===== src/rtl/iob_cache_write_buffer.sv =====
// Write buffer between the cache front end and the memory write channel: a first-word-fall-through
// FIFO of {addr, wdata, wstrb}. Optional same-address write merging with `define IOB_CACHE_WBUF_MERGE_EN.
module iob_cache_write_buffer #(
    parameter int ADDR_W  = 32,
    parameter int DATA_W  = 32,
    parameter int DEPTH_W = 2,
    localparam int NBYTES  = DATA_W / 8,
    localparam int WADDR_W = ADDR_W - $clog2(NBYTES)
) (
    input  logic               clk_i,
    input  logic               arst_n_i,
    input  logic               fe_valid_i,
    input  logic [WADDR_W-1:0] fe_addr_i,
    input  logic [DATA_W-1:0]  fe_wdata_i,
    input  logic [NBYTES-1:0]  fe_wstrb_i,
    output logic               fe_ready_o,
    output logic               valid_o,
    output logic [WADDR_W-1:0] addr_o,
    output logic [DATA_W-1:0]  wdata_o,
    output logic [NBYTES-1:0]  wstrb_o,
    input  logic               ready_i,
    output logic               empty_o,
    output logic               full_o,
    output logic [DEPTH_W:0]   level_o
);

    localparam int DEPTH = 2 ** DEPTH_W;
    localparam logic [DEPTH_W:0]   LEVEL_ONE  = {{DEPTH_W{1'b0}}, 1'b1};
    localparam logic [DEPTH_W:0]   LEVEL_FULL = {1'b1, {DEPTH_W{1'b0}}};
    localparam logic [DEPTH_W-1:0] PTR_ONE    = {{(DEPTH_W-1){1'b0}}, 1'b1};

    logic [WADDR_W-1:0] addr_mem_q [DEPTH];
    logic [DATA_W-1:0]  data_mem_q [DEPTH];
    logic [NBYTES-1:0]  strb_mem_q [DEPTH];

    logic [DEPTH_W-1:0] wr_ptr_q, wr_ptr_d;
    logic [DEPTH_W-1:0] rd_ptr_q, rd_ptr_d;
    logic [DEPTH_W:0]   level_q, level_d;
    logic               empty_q, empty_d;
    logic               full_q, full_d;

    logic               push_s;
    logic               pop_s;
    logic               merge_s;
    logic               alloc_s;
    logic [DEPTH_W-1:0] wr_idx_s;
    logic [DATA_W-1:0]  wdata_wr_s;
    logic [NBYTES-1:0]  wstrb_wr_s;

    assign push_s  = fe_valid_i & ~full_q;
    assign pop_s   = ready_i & ~empty_q;
    assign alloc_s = push_s & ~merge_s;

`ifdef IOB_CACHE_WBUF_MERGE_EN
    logic [DEPTH_W-1:0] newest_s;
    assign newest_s = wr_ptr_q - PTR_ONE;
    // The newest entry may absorb the write unless it is the sole entry and is leaving this cycle.
    assign merge_s = push_s & ~empty_q & (addr_mem_q[newest_s] == fe_addr_i) &
                     ~(pop_s & (level_q == LEVEL_ONE));
`else
    assign merge_s = 1'b0;
`endif

    // Select the storage slot and the byte-merged payload for this cycle's write.
    always_comb begin
        wr_idx_s   = wr_ptr_q;
        wdata_wr_s = fe_wdata_i;
        wstrb_wr_s = fe_wstrb_i;
`ifdef IOB_CACHE_WBUF_MERGE_EN
        if (merge_s) begin
            wr_idx_s   = newest_s;
            wstrb_wr_s = fe_wstrb_i | strb_mem_q[newest_s];
            for (int b = 0; b < NBYTES; b++) begin
                wdata_wr_s[b*8 +: 8] = fe_wstrb_i[b] ? fe_wdata_i[b*8 +: 8]
                                                     : data_mem_q[newest_s][b*8 +: 8];
            end
        end else begin
            wr_idx_s = wr_ptr_q;
        end
`endif
    end

    // Next pointers, occupancy and flags.
    always_comb begin
        wr_ptr_d = alloc_s ? (wr_ptr_q + PTR_ONE) : wr_ptr_q;
        rd_ptr_d = pop_s ? (rd_ptr_q + PTR_ONE) : rd_ptr_q;
        case ({alloc_s, pop_s})
            2'b10:   level_d = level_q + LEVEL_ONE;
            2'b01:   level_d = level_q - LEVEL_ONE;
            default: level_d = level_q;
        endcase
        empty_d = (level_d == {(DEPTH_W + 1){1'b0}});
        full_d  = (level_d == LEVEL_FULL);
    end

    // Control state register; storage contents survive reset on purpose.
    always_ff @(posedge clk_i or negedge arst_n_i) begin
        if (!arst_n_i) begin
            wr_ptr_q <= {DEPTH_W{1'b0}};
            rd_ptr_q <= {DEPTH_W{1'b0}};
            level_q  <= {(DEPTH_W + 1){1'b0}};
            empty_q  <= 1'b1;
            full_q   <= 1'b0;
        end else begin
            wr_ptr_q <= wr_ptr_d;
            rd_ptr_q <= rd_ptr_d;
            level_q  <= level_d;
            empty_q  <= empty_d;
            full_q   <= full_d;
        end
    end

    // Entry storage write port.
    always_ff @(posedge clk_i) begin
        if (push_s) begin
            addr_mem_q[wr_idx_s] <= fe_addr_i;
            data_mem_q[wr_idx_s] <= wdata_wr_s;
            strb_mem_q[wr_idx_s] <= wstrb_wr_s;
        end
    end

    assign fe_ready_o = ~full_q;
    assign valid_o    = ~empty_q;
    assign empty_o    = empty_q;
    assign full_o     = full_q;
    assign level_o    = level_q;
    assign addr_o     = addr_mem_q[rd_ptr_q];
    assign wdata_o    = data_mem_q[rd_ptr_q];
    assign wstrb_o    = strb_mem_q[rd_ptr_q];

endmodule


===== config.mk =====
export PLATFORM = sky130hd
export DESIGN_NAME = iob_cache_write_buffer
export DESIGN_NICKNAME = d
export VERILOG_FILES = /design/src/rtl/iob_cache_write_buffer.sv
export SDC_FILE = /design/constraint.sdc
export NUM_CORES = 1
export LEC_CHECK = 0
export BUFFER_PORTS_ARGS = -buffer_cell sky130_fd_sc_hd__buf_2
export CORE_MARGIN = 1.5
export CORE_UTILIZATION = 25
export DETAILED_ROUTE_END_ITERATION = 10
export PLACE_DENSITY = 0.48
export SLEW_MARGIN = 25
export SYNTH_ARGS = -nofsm -noshare
export SYNTH_HDL_FRONTEND = slang
export SYNTH_SLANG_ARGS = --single-unit

===== constraint.sdc =====
create_clock -name clk_i -period 3.3 [get_ports clk_i]
set_input_delay 0.165 -clock clk_i [delete_from_list [all_inputs] [get_ports clk_i]]
set_output_delay 0.165 -clock clk_i [all_outputs]
set_load 0.05 [all_outputs]

==> metrics.cfg, run 1 <==
[floorplanning]
rows=73
io_pins=143
initial_core_util_pct=25.3
core_um2=39700
die_h_um=204
die_area_um2=41400
die_w_um=204

[clocking]
cts.path.max_buffers=3
cts_sinks=273
clk_latency_ps=550
holdBufCountCts=68
cts_tree=built
cts_resized=0
cts_htree_levels=1
cts_buffers=30
clk_pin_slew_worst_paths_ps=60
cts_setup_buffers=0
ctsRootBufferMaster=clkbuf_16

[sta]
rsz0062_at_grt=false
fmax_mhz=382
finClkSkew_ps=8.22
layout_setup_ws_ps=679
slew_violations=0
period_minus_slack_ps=2620
worst_pin_slew_ps=653
setup_violations=0
hold_viol=0
min_period_over_period_pct=79.4
setup_tns_ps=0
relSlewSlack_pct=56.5

[synthesis]
syn_area_um2=10100
yosys.area.top_type=edfxtp_1
synth_nets=468
synth_top_area_share_pct=78.8
yosysSeqAreaShare_pct=81.1
synth_cell_types=28
ys_warn_count=0
syn_area_per_cell_um2=25.6
synth.area.top_cells=edfxtp_1, mux4_2, dfrtp_1, ha_1, buf_12
synth_seq_cells=273
syn-instance-count=392

[setup_path]
crit_chain=buf_12 > mux4_2 > buf_2
worst-endpoint-arrival_ps=2460
crit_path_end_kind=output port
crit_type=reg -> out
worst-path-max-fanout=38
required_ps=3130
start_kind=flop
critPathMaxStageDelay_ps=650
cp_slowest_cell=dfrtp_4

[global_route]
grt_max_degree=39
grt_pass1_wl_um=32300
grt-ovfl-total=0
grt_pass1_vias=5459
gr-usage-all-layers_pct=10.3
antenna_found_initial=0

[place]
port_buffers=142
place_ws_ps=915
gp_congestion=0.719
dp_hpwl_um=12200

[drt]
dr.first_iter.drc_count=212
ant_nets=0
dr.pass1.iters=4
wl_met3_um=1040
m1WireLength_um=9210
wl_met2_um=10200
wl_per_cell_um=17.9
top_layer=met4
via_per_inst=4.09
dr_total_vias=4792
remaining_drc_errors=0
wirelength_um=21000

[final_layout]
seq_area_um2=8160
fin_nets=700
multi_input_area_um2=1750
layout_common_cells=edfxtp_1, buf_2, dlygate4sd3_1, mux4_2, clkbuf_16
fillers=3776
insertedDiodeCount=0
area_growth_pct=30.4
final_common_cell=edfxtp_1
layout-drive-gt1-share_pct=41.7

[power_and_ir_drop]
power_frac_comb_pct=37.2
pwr-share-clk_pct=25.6
seqPwrFrac_pct=37.3
power_switching_w=0.00499
power.density_nw_per_um2=995
switching_share_pct=38.2
ir_drop_uv=591
intPower_w=0.00806
leakagePower_nw=4.47
report.power.total_w=0.0130

[min_path]
hold_path.class=in -> reg

[status]
status=completed

[run]
maxCapViolCount=0

cells in the mapped netlist:
master / instances
or2_2: 1
nor3b_1: 1
nor2b_1: 2
buf_6: 1
o21a_1: 1
inv_1: 5
buf_1: 3
o21ai_0: 1
xor2_1: 1
xnor2_1: 5
fa_1: 1
nor4bb_1: 1
buf_2: 4
buf_4: 4
ha_1: 5
mux2_2: 1
dfrtp_1: 8
mux4_2: 66
a31o_2: 1
buf_12: 3
nand2_1: 2
dfstp_2: 1
a21oi_1: 1
nor2_1: 1
nor3_1: 2
and2_1: 4
edfxtp_1: 264
clkbuf_1: 2
path summary, 6_finish.rpt:
check | startpoint | endpoint | slack (ps) | cells after the start
worst max-delay path | rd_ptr_q[0] | wstrb_o[1] | 680 | 3
worst min-delay path | ready_i | rd_ptr_q[1] | 50 | 4
worst max register to register | full_o | level_o[2] | 900 | 7
worst min register to register | level_o[0] | level_o[0] | 640 | 1
max in group asynchronous | arst_n_i | rd_ptr_q[1] | 2360 | 3
min in group asynchronous | arst_n_i | empty_o | 90 | 2
state kept, by name (all words and copies together), names as in the netlist:
name,cells
addr_mem_q,120
data_mem_q,128
empty_o,1
full_o,1
level_o,3
rd_ptr_q,2
strb_mem_q,16
wr_idx_s,2
routing by layer:
metal | vias up | GRT usage (%)
met4 | 0 | 3.70
met3 | 38 | 2.06
li1 | 2135 | -
met1 | 2504 | 13.2
met5 | - | 0
met2 | 115 | 17.4
power groups by stage:
stage	sequential (W)	clock, W	combinational [W]
after global placement	0.00500	0	0.00476
after CTS	0.00489	0.00345	0.00497
after detailed placement	0.00496	0	0.00489
after global routing	0.00495	0.00356	0.00514
final	0.00486	0.00333	0.00485
after floorplan	0.00483	0	0.00381
final cells by class:
class                   count  share of cell area (%)
flip-flops and latches    273                    62.3
repair buffers            217                    11.6
well taps                 525                    5.01
inverters                   5                   0.143
multi-input cells          97                    13.4
clock buffers              34                    6.00
clock inverters            22                    1.62
kinds of logic (layout without fill, tap and decap cells):
kind of cell               count (synthesis)  after routing  share of synthesized area, %
AOI/OAI and AO/OA                          4              4                         0.261
xor gates and xnor gates                   6              6                         0.523
adders and majority gates                  6              6                         0.821
buffers and inverters                     22            278                          1.58
DFF                                      273            273                          81.1
muxes                                     67             67                          14.9
and+or+nand+nor                           14             14                         0.821
through the flow:
| step | instance area (um2) | hold slack [ps] | std cells | util (%) |
|---|---|---|---|---|
| after global routing | 13100 | 65.7 | 1173 | 33.0 |
| after detailed placement | 11400 | 28.3 | 1049 | 28.8 |
| after global placement | 11400 | 23.7 | 1048 | 28.7 |
| after floorplan | 10100 | -131 | 392 | - |
| final | 13100 | 54.5 | 1173 | 33.0 |
| after CTS | 13100 | 21.2 | 1173 | 33.0 |
critical path: cells and delay by family (launching register included):
family	cells	cell delay [ps]
buf+inv	2	590
flops	1	650
mux	1	600
No activity file was read; power rests on OpenSTA's default activity.
==> inputs of run 2 (changes only) <==
- ABC_AREA: unset -> 1
- PLACE_DENSITY: 0.48 -> 0.5
- clock period: 3.3 -> 2.3 ns (I/O delays scaled with it)
==> run 2 against run 1 <==
  * Clock skew increased by 1.0 ps
  * Sequential share of layout area shrank 2.4 points
  * Utilization increased by 0.49 points
  * Final cell count increased by 26%
  * Non-clock buffer count grew 22
  * Via count up 33%
  * Synthesized cell count up 77%
  * Clock power is 39% higher
  * Critical endpoint is now addr_o[3]
  * Largest cell class unchanged
==> metrics.cfg, run 2 <==
[drt]
wirelength_um=25600  ; was 21000 um
dr.first_iter.drc_count=300  ; was 212
via_per_inst=4.30  ; was 4.09
dr.pass1.iters=4  ; unchanged
ant_nets=0  ; unchanged
dr_total_vias=6367  ; was 4792
remaining_drc_errors=0  ; unchanged
wl_per_cell_um=17.3  ; was 17.9 um

[place]
dp_hpwl_um=13500  ; was 12200 um
port_buffers=142  ; unchanged
gp_congestion=0.679  ; was 0.719
dpl-instance-area_um2=11800  ; was 11400 um2

[global_route]
grt_pass1_vias=6251  ; was 5459
grt-ovfl-total=0  ; unchanged
grt_max_degree=69  ; was 39
gr-usage-all-layers_pct=11.4  ; was 10.3%
grt_pass1_wl_um=36700  ; was 32300 um
antenna_found_initial=2  ; was 0

[synthesis]
synth.area.top_cells=edfxtp_1, o21ai_0, nor2_1, o22ai_1, dfrtp_1  ; was edfxtp_1, mux4_2, dfrtp_1, ha_1, buf_12
synth_top_area_share_pct=77.0  ; was 78.8%
syn-instance-count=694  ; was 392
yosys-top-cells-count=edfxtp_1, nor2_1, o21ai_0  ; was edfxtp_1, mux4_2, dfrtp_1
ys_warn_count=0  ; unchanged
syn_area_um2=10300  ; was 10100 um2
yosysSeqAreaShare_pct=79.2  ; was 81.1%
synth_nets=770  ; was 468
synth_seq_cells=273  ; unchanged
yosys.area.top_type=edfxtp_1  ; unchanged
synth_cell_types=24  ; was 28
syn_area_per_cell_um2=14.8  ; was 25.6 um2
synth_edf_count=264  ; unchanged
yosysMostFrequentCell=edfxtp_1  ; unchanged
synthArstFlopShare_pct=3.30  ; unchanged
synth-main-ff-cell=edfxtp_1  ; unchanged

[clocking]
clk_pin_slew_worst_paths_ps=60  ; about the same
clk_latency_ps=560  ; was 550 ps
ctsRootBufferMaster=clkbuf_16  ; unchanged
cts_htree_levels=1  ; unchanged
cts_sinks=273  ; unchanged
cts_buffers=31  ; was 30
cts.path.max_buffers=3  ; unchanged
cts_tree=built  ; unchanged

[final_layout]
final_common_cell=edfxtp_1  ; unchanged
area_growth_pct=32.4  ; was 30.4%
top_regs=data_mem_q: 128 flops, addr_mem_q: 120 flops, strb_mem_q: 16 flops  ; unchanged
layout-drive-gt1-share_pct=24.6  ; was 41.7%
multi_input_area_um2=1820  ; was 1750 um2
fillers=4026  ; was 3776
stdcell_area_um2=13600  ; was 13100 um2
fin_nets=999  ; was 700
seq_area_um2=8160  ; about the same
largest_reg_flops=128  ; unchanged
layout_common_cells=edfxtp_1, nor2_1, o21ai_0, buf_2, dlygate4sd3_1  ; was edfxtp_1, buf_2, dlygate4sd3_1, mux4_2, clkbuf_16
top_register=data_mem_q  ; unchanged

[status]
status=completed  ; unchanged

[setup_path]
start_kind=flop  ; unchanged
crit_chain=buf_4 > buf_16 > o21ai_0 > o22ai_1 > buf_4  ; was buf_12 > mux4_2 > buf_2
worst-endpoint-arrival_ps=2120  ; was 2460 ps
crit_type=reg -> out  ; unchanged
cp_slowest_cell=dfrtp_4  ; unchanged
critPathMaxStageDelay_ps=530  ; was 650 ps
required_ps=2180  ; was 3130 ps
worst-path-max-fanout=17  ; was 38
timing.critical_path.mode_cell=buf_4
crit_path_end_kind=output port  ; unchanged

[floorplanning]
rows=74  ; was 73
io_pins=143  ; unchanged
initial_core_util_pct=25.3  ; about the same
die_area_um2=42400  ; was 41400 um2
core_um2=40700  ; was 39700 um2
die_h_um=206  ; was 204 um
die_w_um=206  ; was 204 um

[sta]
finClkSkew_ps=9.22  ; was 8.22 ps
min_period_over_period_pct=97.1
relSlewSlack_pct=65.5  ; was 56.5%
fmax_mhz=448
worst_pin_slew_ps=516  ; was 653 ps
setup_violations=0  ; unchanged
rsz0062_at_grt=true  ; was false
slew_violations=0  ; unchanged
hold_viol=0  ; unchanged
period_minus_slack_ps=2230

[power_and_ir_drop]
intPower_w=0.0119  ; was 0.00806 W
leakagePower_nw=4.77  ; was 4.47 nW
power_switching_w=0.00914  ; was 0.00499 W
switching_share_pct=43.5  ; was 38.2%
seqPwrFrac_pct=32.8  ; was 37.3%
pwr-share-clk_pct=22.0  ; was 25.6%
ir_drop_uv=694  ; was 591 uV
power_frac_comb_pct=45.2  ; was 37.2%
power.density_nw_per_um2=1540  ; was 995 nW/um2
report.power.total_w=0.0210  ; was 0.0130 W

[run]
maxCapViolCount=0  ; unchanged

[min_path]
hold_path.class=in -> async  ; was in -> reg

[run 2: metrics by stage]
stage	std cells	hold slack (ps)	worst slack [ps]	utilization, %	TNS (ps)
floorplan	694	-181	-67.6	-	-13430
global placement	1346	11.8	392	28.9	0
detailed placement	1346	11.3	375	28.9	0
CTS	1474	31.7	1.34	33.1	0
global route	1480	60.7	-18.4	33.5	-31.6
finish	1480	63.1	67.5	33.5	0
[run 2: final cells by class]
cell class	count	share of cell area (%)
well taps	532	4.88
diodes	1	0.0183
multi-input cells	360	13.3
clock inverters	21	1.20
inverters	18	0.725
flip-flops and latches	273	59.8
clock buffers	36	5.83
repair buffers	239	14.2
[run 2: power by group through the flow]
| stage | registers, W | logic [W] | clock network, W |
|---|---|---|---|
| after floorplan | 0.00702 | 0.00640 | 0 |
| after global placement | 0.00702 | 0.00886 | 0 |
| after detailed placement | 0.00704 | 0.00888 | 0 |
| after CTS | 0.00690 | 0.00926 | 0.00479 |
| after global routing | 0.00697 | 0.0102 | 0.00496 |
| final | 0.00688 | 0.00951 | 0.00463 |
[run 2: cells by family (layout without fill, tap and decap cells)]
family / after synthesis / count (layout) / synth area share [%]
buffers and inverters: 61 / 314 / 3.66
and+or+nand+nor: 149 / 149 / 5.47
AOI/OAI and AO/OA: 201 / 201 / 10.6
DFF: 273 / 273 / 79.2
adders and majority gates: 6 / 6 / 0.802
xor gates and xnor gates: 4 / 4 / 0.340
other: 0 / 1 / 0
[run 2: layer usage]
metal	wire length, um	vias to the layer above	share of wire (%)	GRT usage (%)
met5	13	-	0.051	0
met4	446	2	1.7	3.23
met3	1320	36	5.2	2.38
met2	11800	127	46	18.5
met1	12000	3141	47	15.4
li1	-	3061	-	-
[run 2: repair_timing]
action | 4_1_cts | 5_1_grt
buffers inserted | 2 | 3
gates cloned | 0 | 2
hold endpoints to repair | 275 | 0
hold buffers | 69 | 0
resized for setup | 20 | 31
endpoints found under the setup margin | 62 | 40
pin swaps | 0 | 1
[run 2: worst paths after layout]
| kind | startpoint | end | slack, ps | cells past startpoint |
|---|---|---|---|---|
| min in group clk_i | ready_i | rd_ptr_q[1] | 70 | 6 |
| hold reg to reg | level_o[2] | level_o[2] | 560 | 2 |
| setup reg to reg | full_o | full_o | 430 | 7 |
| setup / recovery | rd_ptr_q[0] | addr_o[3] | 70 | 5 |
| hold / removal | arst_n_i | empty_o | 60 | 2 |
| max in group asynchronous | arst_n_i | rd_ptr_q[0] | 1260 | 3 |
[run 2: worst max-delay path, delay by kind of cell, from the launching register on]
family | cells | cell delay (ps)
buffers and inverters | 3 | 620
DFF | 1 | 530
AOI/OAI and AO/OA | 2 | 380
